===== src/rtl/fetch_pkg.sv =====
// Shared definitions for the F-stage fetch sequencer: FSM state encoding
// and the default post-reset fetch address.
package fetch_pkg;

    // S_REQ      : request outstanding at pc, data is wanted
    // S_WAITSLOT : output slot and skid both full, no request issued
    // S_DROP     : stale request still outstanding, its data is thrown away
    typedef enum logic [1:0] {
        S_REQ      = 2'd0,
        S_WAITSLOT = 2'd1,
        S_DROP     = 2'd2
    } fetch_state_t;

    localparam logic [31:0] FETCH_RESET_PC = 32'h0000_3000;

endpackage


===== src/rtl/fetch_buf.sv =====
// Output slot toward D plus a one-entry skid. The skid absorbs the one
// instruction that returns from memory while D is stalled on the slot.
module fetch_buf #(
    parameter int ADDR_W = 32
) (
    input  logic              clk,
    input  logic              reset,
    input  logic              load,
    input  logic [ADDR_W-1:0] load_instr,
    input  logic [ADDR_W-1:0] load_pc,
    input  logic              accept,
    input  logic              flush,
    output logic              instr_valid,
    output logic [ADDR_W-1:0] instr,
    output logic [ADDR_W-1:0] instr_pc,
    output logic              skid_valid
);

    logic [ADDR_W-1:0] skid_instr;
    logic [ADDR_W-1:0] skid_pc;
    logic              slot_free;

    // The slot can take new contents when it is empty or D takes it now.
    assign slot_free = ~instr_valid | accept;

    // Slot/skid update: flush wins, then the skid drains ahead of new data
    // so program order is kept.
    always_ff @(posedge clk or negedge reset) begin
        if (!reset) begin
            instr_valid <= 1'b0;
            instr       <= '0;
            instr_pc    <= '0;
            skid_valid  <= 1'b0;
            skid_instr  <= '0;
            skid_pc     <= '0;
        end else if (flush) begin
            instr_valid <= 1'b0;
            skid_valid  <= 1'b0;
        end else if (slot_free) begin
            if (skid_valid) begin
                instr       <= skid_instr;
                instr_pc    <= skid_pc;
                instr_valid <= 1'b1;
                skid_valid  <= load;
                if (load) begin
                    skid_instr <= load_instr;
                    skid_pc    <= load_pc;
                end
            end else if (load) begin
                instr       <= load_instr;
                instr_pc    <= load_pc;
                instr_valid <= 1'b1;
            end else begin
                instr_valid <= 1'b0;
            end
        end else if (load) begin
            // Slot held by a stalled D: park the returning word.
            skid_instr <= load_instr;
            skid_pc    <= load_pc;
            skid_valid <= 1'b1;
        end
    end

endmodule


===== src/rtl/fetch_sequencer.sv =====
// F-stage fetch sequencer: owns the fetch pc, runs the req/ready handshake
// to instruction memory, applies redirects from D and feeds the F/D slot.
module fetch_sequencer
    import fetch_pkg::*;
#(
    parameter int                ADDR_W   = 32,
    parameter logic [ADDR_W-1:0] RESET_PC = ADDR_W'(FETCH_RESET_PC)
) (
    input  logic              clk,
    input  logic              reset,
    input  logic              stall_d,
    input  logic              redirect_valid,
    input  logic [ADDR_W-1:0] redirect_pc,
    output logic              imem_req,
    output logic [ADDR_W-1:0] imem_addr,
    input  logic              imem_ready,
    input  logic [ADDR_W-1:0] imem_rdata,
    output logic              instr_valid,
    output logic [ADDR_W-1:0] instr,
    output logic [ADDR_W-1:0] instr_pc,
    output logic [ADDR_W-1:0] instr_pc4
);

    fetch_state_t      state;
    logic [ADDR_W-1:0] pc;
    logic [ADDR_W-1:0] tgt;
    logic              accept;
    logic              load;
    logic              skid_fill;
    logic              skid_valid;

    // A redirect overrides D taking the current slot: that instruction is
    // younger than the branch's delay slot and must not be consumed.
    assign accept = instr_valid & ~stall_d & ~redirect_valid;

    // Only a completed, still-wanted request delivers data.
    assign load = (state == S_REQ) & imem_ready & ~redirect_valid;

    // Returning word lands in the skid when the slot stays occupied.
    assign skid_fill = load & instr_valid & ~accept;

    // Request is a decode of the state register; gating with reset makes it
    // drop the instant reset asserts, abandoning any outstanding access.
    assign imem_req  = reset & (state != S_WAITSLOT);
    assign imem_addr = pc;
    assign instr_pc4 = instr_pc + ADDR_W'(4);

    // Sequencer FSM with fetch pc and pending redirect target.
    always_ff @(posedge clk or negedge reset) begin
        if (!reset) begin
            state <= S_REQ;
            pc    <= RESET_PC;
            tgt   <= '0;
        end else begin
            case (state)
                S_REQ: begin
                    if (redirect_valid) begin
                        if (imem_ready) begin
                            // Access completes now; its data is dropped.
                            pc <= redirect_pc;
                        end else begin
                            // Cannot retract an issued request: finish it
                            // at the old address, then jump.
                            tgt   <= redirect_pc;
                            state <= S_DROP;
                        end
                    end else if (imem_ready) begin
                        pc    <= pc + ADDR_W'(4);
                        state <= skid_fill ? S_WAITSLOT : S_REQ;
                    end
                end
                S_WAITSLOT: begin
                    if (redirect_valid) begin
                        pc    <= redirect_pc;
                        state <= S_REQ;
                    end else if (accept) begin
                        state <= S_REQ;
                    end
                end
                S_DROP: begin
                    if (redirect_valid) begin
                        if (imem_ready) begin
                            pc    <= redirect_pc;
                            state <= S_REQ;
                        end else begin
                            tgt <= redirect_pc;
                        end
                    end else if (imem_ready) begin
                        pc    <= tgt;
                        state <= S_REQ;
                    end
                end
                default: state <= S_REQ;
            endcase
        end
    end

    fetch_buf #(
        .ADDR_W(ADDR_W)
    ) u_buf (
        .clk        (clk),
        .reset      (reset),
        .load       (load),
        .load_instr (imem_rdata),
        .load_pc    (pc),
        .accept     (accept),
        .flush      (redirect_valid),
        .instr_valid(instr_valid),
        .instr      (instr),
        .instr_pc   (instr_pc),
        .skid_valid (skid_valid)
    );

endmodule


===== config.mk =====
export PLATFORM = sky130hd
export DESIGN_NAME = fetch_sequencer
export DESIGN_NICKNAME = d
export VERILOG_FILES = /design/src/rtl/fetch_pkg.sv /design/src/rtl/fetch_buf.sv /design/src/rtl/fetch_sequencer.sv
export SDC_FILE = /design/constraint.sdc
export NUM_CORES = 1
export LEC_CHECK = 0
export ABC_AREA = 1
export ABC_CLOCK_PERIOD_IN_PS = 2680
export CAP_MARGIN = 10
export CORE_MARGIN = 3
export CORE_UTILIZATION = 58
export CTS_CLUSTER_DIAMETER = 150
export DETAILED_ROUTE_END_ITERATION = 8
export HOLD_SLACK_MARGIN = 0.06
export PLACE_DENSITY = 0.87
export SLEW_MARGIN = 5
export SYNTH_ARGS = -nofsm -noshare
export SYNTH_HDL_FRONTEND = slang
export SYNTH_SLANG_ARGS = --single-unit

===== constraint.sdc =====
create_clock -name clk -period 2.68 [get_ports clk]
set_input_delay 0.536 -clock clk [delete_from_list [all_inputs] [get_ports clk]]
set_output_delay 0.536 -clock clk [all_outputs]
set_load 0.02 [all_outputs]

# --- Yosys cells after proc, flatten, opt, wreduce, memory -nomap -nowiden ---
# Index checks and enable logic that the tools add are counted.
word_totals:
  register_bits: 196
  input_bits: 69
  output_inout_bits: 130
  wordCells: 78
classes:
  mux: 33
  n_addsub: 2
  n_eq_ne: 10
  bitwise: 13
  reduce_logical: 11
ops:
  columns: ["operator", "count"]
  rows:
  - ["two-way mux 32 bit", 16]
  - ["case mux 32 bit (3 select lines)", 1]
  - ["adder 32 x 3 -> 32 bit (second input constant)", 2]
  - ["two-way mux 2 bit", 6]
  - ["!= test 3 bit (second input constant)", 4]
  - ["two-way mux 1 bit", 9]
  - ["AND reduction 4 bit", 2]
  - ["bitwise AND 1 bit", 7]
  - ["case mux 2 bit (3 select lines)", 1]
  - ["AND reduction 3 bit", 2]
  - ["nonzero test 3 bit", 2]
  - ["inverter 1 bit", 5]
  - ["!= test 2 x 1 -> 1 bit (second input constant)", 2]
  - ["!= test 2 bit (second input constant)", 2]
  - ["nonzero test 2 bit", 2]
  - ["equality test 2 x 1 -> 1 bit (second input constant)", 1]
  - ["equality test 2 bit (second input constant)", 1]
  - ["zero test 2 bit", 1]
  - ["AND reduction 2 bit", 1]
  - ["OR reduction 2 bit", 1]
  - ["OR 1 bit", 1]

# --- Longest topological paths before layout ---
logic_depth:
  word_depth: 9
  depth_mapped: 11

# --- Modules after synthesis ---
# Synthesis repeated with hierarchy kept, for this count alone.
unflattened:
  hier_cells: 1736
  area_unflattened_um2: 11751.3
by_module_without_submodules:
  columns: ["module", "seq_area_each_um2", "instances", "cells_each", "area_each_um2"]
  rows:
  - ["fetch_buf", 3253.1, 1, 776, 5916.9]
  - ["fetch_sequencer", 1654.1, 1, 960, 5834.3]

# --- Worst setup path after synthesis ---
# No wires, ideal clock.
synth_path:
  path_type: "flip-flop to output port"
  from: "reg u_buf.instr_pc[4]"
  to: "out instr_pc4[23]"
  t_arrival_ns: 1.681
  slack_ns: 0.463
  path_stages_with_launch: 9
  required_time_ns: 2.144
  path_cell_list: "dfrtp_1 > nand3_1 > inv_1 > nand2_1 > nor2_1 > nand2_1 > nor2_1 > nand2_1 > xor2_1"
synth_via:
  elab_chain_len: 1
synth_rtl:
  columns: ["item", "line_no", "rtl"]
  rows:
  - ["start: declaration", "fetch_buf.sv:15", "output logic [ADDR_W-1:0] instr_pc,"]
  - ["start signal: assignment", "fetch_buf.sv:42", "instr_pc <= skid_pc;"]
  - ["start signal: assignment", "fetch_buf.sv:51", "instr_pc <= load_pc;"]
  - ["adder 32 x 3 -> 32 bit", "fetch_sequencer.sv:46", "assign instr_pc4 = instr_pc + ADDR_W'(4);"]
  - ["end: declaration", "fetch_sequencer.sv:21", "output logic [ADDR_W-1:0] instr_pc4"]
# Every way passes these cells.

# --- Final worst setup path ---
layout_path:
  from: "reg state[1]"
  to: "out imem_req"
layout_via:
  elab_chain_len: 2
layout_rtl:
  columns: ["item", "line_no", "rtl"]
  rows:
  - ["start: declaration", "fetch_sequencer.sv:24", "fetch_state_t state;"]
  - ["start signal: assignment", "fetch_sequencer.sv:69", "state <= skid_fill ? S_WAITSLOT : S_REQ;"]
  - ["!= test 2 x 1 -> 1 bit", "fetch_sequencer.sv:44", "assign imem_req = reset & (state != S_WAITSLOT);"]
  - ["bitwise AND 1 bit", "fetch_sequencer.sv:44", null]
  - ["end: declaration", "fetch_sequencer.sv:14", "output logic imem_req,"]
# Every way passes these cells.

==> implementation parameters <==
Parameter                              Value

Run status
  Result of the run    finished, final reports clean

Timing
  Final Hold Violating Endpoints    0
  Worst slew pin tran    approximately 800 ps
  PnR worst setup slack    roughly 38 ps
  Summed negative setup slack over all endpoints    0 ps
  Final period util    0.986
  Worst clock skew    16.1 ps
  Number of max-slew violations in the final report    0
  Worst relative slew slack    0.467
  Achievable frequency    379 MHz
  Final count of negative-setup-slack endpoints    0
  Final critical-path required period    2640 ps

CTS
  Number of sinks driven by the clock tree    196
  CTS Hold Bufs    0
  Latest clock arrival within the worst-skew pair    approximately 440 ps
  Clock-pin slew on the worst setup and hold paths    80 ps
  Buffer cell driving the clock tree root    sky130_fd_sc_hd__clkbuf_16
  Level count of the clock H-tree    4
  CTS tree    done
  Maximum number of buffers from clock root to sink    2
  Num CTS Buffers    17

Die
  Number of rows in the core area    49
  IO Count    199
  Chip height    between 100 and 150 um
  Die footprint    20800 um^2
  Width of the die    around 140 um
  Initial Utilization    0.603
  Placeable core region    18300 um^2

Setup path
  R2R Path Start    state[1]
  Number of cells traversed by the worst register-to-register path    10
  Crit path kind    reg2out
  Critical path destination    imem_req
  Max Fanout on Critical Path    3
  Origin of the worst setup path    state[1]
  Required time reported for the critical path endpoint    2140 ps
  Worst path arrival time    2110 ps
  Critical path launch point type    flip-flop
  Reg2Reg Setup Slack    ~460 ps
  Worst r2r dst    imem_addr[12]
  Worst Setup End Kind    primary output

Detailed routing
  Final wirelength    between 30000 and 40000 um
  Routed wire length per instance    17.0 um
  Number of remaining DRC errors    0
  Pre-Repair DR Iteration Count    5
  Vias per Instance    5.71
  Number of vias after detailed routing    11165
  First DRT Iteration DRCs    1037
  Detail Route Antenna Nets    0

Layout
  Post-route design area    13900 um^2
  Area of the multi-input gates    5220 um^2
  Count of filler cells inserted in the layout    approximately 1400
  Combined flip-flop and latch cell area    4910 um^2
  Antenna fix cells    0
  Post-layout net count    1787
  Area Overhead vs Synth    26.1%
  Fraction of final layout cells sized beyond drive strength 1    0.0800

Synthesis
  Average footprint of a synthesized cell    between 7 and 8 um^2
  Cell types occupying the most area after synthesis    sky130_fd_sc_hd__dfrtp_1 (44%), sky130_fd_sc_hd__nand2_1 (18%), sky130_fd_sc_hd__o21ai_0 (7.7%)
  Net count after synthesis    1618
  Most used flip-flop cell after synthesis    sky130_fd_sc_hd__dfrtp_1
  Library cell occupying the most area in the post-synthesis netlist    sky130_fd_sc_hd__dfrtp_1
  Synthesis-stage register bit count    between 150 and 200
  Most common library cells after synthesis    sky130_fd_sc_hd__nand2_1 (524), sky130_fd_sc_hd__dfrtp_1 (194), sky130_fd_sc_hd__o21ai_0 (171)
  Yosys top cell area share    0.439
  Fraction of the yosys area taken by sequential cells    0.444
  Library cells used by synthesis    37
  Synth Cell Area    11100 um^2
  Async SR Flop Fraction    1.00
  Number of synthesis warnings    0
  Number of enable-type register cells in the synthesized netlist    0
  Cells after synthesis    1544
  Library cell with the highest instance count after synthesis    sky130_fd_sc_hd__nand2_1

Global route
  Wire length of the first global-routing pass    53200 um
  Maximum number of pins on one net before global-route repair    135
  Combined global-route utilization of all metal layers    0.322
  Overflow left after global routing    0
  Number of global-route vias before repair    10431
  Number of antenna violations at the first check in global routing    0

Power
  Cell area power density    1190 nW/um^2
  Maximum ir drop on the vdd rail    0.000626 V
  Post-route total power    ~17 mW
  Lkg Pwr    ~6.6 nW

Place
  IO Port Bufs    between 150 and 200
  Routability congestion estimate    0.925
  DP Worst Slack    99.8 ps
  Total half-perimeter wirelength after legalization and detailed placement    23300 um
  Cell area after placement    between 10000 and 15000 um^2

Worst hold path
  Worst min-delay path class    in2async

Flow run
  Number of max-cap violations    0
==> sequential cells by signal, summed over array words and instances (netlist names) <==
| signal | count |
|---|---|
| u_buf.skid_instr | 32 |
| state | 2 |
| u_buf.instr | 32 |
| tgt | 32 |
| imem_addr | 32 |
| u_buf.instr_pc | 32 |
| u_buf.skid_pc | 32 |
| u_buf.instr_valid | 1 |
| u_buf.skid_valid | 1 |
==> metal layers <==
| layer | GRT usage | vias to the layer above | wire (um) |
|---|---|---|---|
| li1 | - | 5329 | - |
| met2 | 0.505 | 565 | 15400 |
| met1 | 0.465 | 5200 | 14300 |
| met4 | 0.0897 | 0 | 721 |
| met5 | 0 | - | 0 |
| met3 | 0.0569 | 71 | 2810 |
==> area by class of cell <==
type	count	area share
clock buffers	17	0.0305
clock inverters	15	0.0161
inverters	156	0.0421
multi-input cells	1105	0.375
flip-flops and latches	196	0.352
well taps	229	0.0205
repair buffers	237	0.164
==> worst max-delay path, stage by stage (launching register included) <==
cell,delay [ps]
sky130_fd_sc_hd__dfrtp_1,400
sky130_fd_sc_hd__inv_1,90
sky130_fd_sc_hd__ha_1,200
sky130_fd_sc_hd__nor2_1,300
sky130_fd_sc_hd__clkdlybuf4s50_1,680
==> stage by stage <==
step / cells / hold WS, ps / utilization
final: 1955 / 271 / 0.761
after global routing: 1955 / 348 / 0.761
after CTS: 1952 / 298 / 0.761
after detailed placement: 1920 / 469 / 0.725
after global placement: 1920 / 461 / 0.725
after floorplan: 1544 / 240 / -
==> how the worst min path moves through the flow <==
stage | to | from
final | u_buf.instr_pc[5] | reset
after CTS | u_buf.instr_pc[5] | reset
after global placement | u_buf.skid_pc[4] | u_buf.skid_pc[4]
after detailed placement | u_buf.skid_pc[17] | u_buf.skid_pc[17]
after floorplan | imem_addr[0] | reset
after global routing | u_buf.instr_pc[5] | reset
==> placed cells by master (no fill, tap or decap), types with 33 or more instances in the layout <==
| cell type | instances |
|---|---|
| sky130_fd_sc_hd__o21ai_0 | 171 |
| sky130_fd_sc_hd__a21oi_1 | 46 |
| sky130_fd_sc_hd__nand3_1 | 93 |
| sky130_fd_sc_hd__buf_4 | 33 |
| sky130_fd_sc_hd__dfrtp_1 | 191 |
| sky130_fd_sc_hd__nand2_1 | 524 |
| sky130_fd_sc_hd__a31oi_1 | 51 |
| sky130_fd_sc_hd__inv_1 | 150 |
| sky130_fd_sc_hd__clkdlybuf4s50_1 | 172 |
| sky130_fd_sc_hd__nor2_1 | 95 |
==> kinds of logic after synthesis <==
group,Yosys count,share of synthesized area
AO/OA/AOI/OAI,324,0.169
XOR/XNOR,27,0.0214
AND/OR/NAND/NOR,749,0.271
buffers and inverters,243,0.0893
adder cells (fa/ha/maj),5,0.00566
flip-flops,196,0.444
==> timing repair <==
item,CTS,global route
cloned,0,0
endpoints found under the setup margin,24,18
gates resized for setup,43,31
setup buffers,0,3
hold endpoints to repair,0,0
==> report_power, final <==
part | switching, mW | internal, mW
clock network | 1.37 | 1.38
logic | 5.00 | 3.29
registers | 1.24 | 4.36
total | 7.61 | 9.04
Power figures use the tool's default switching activity.
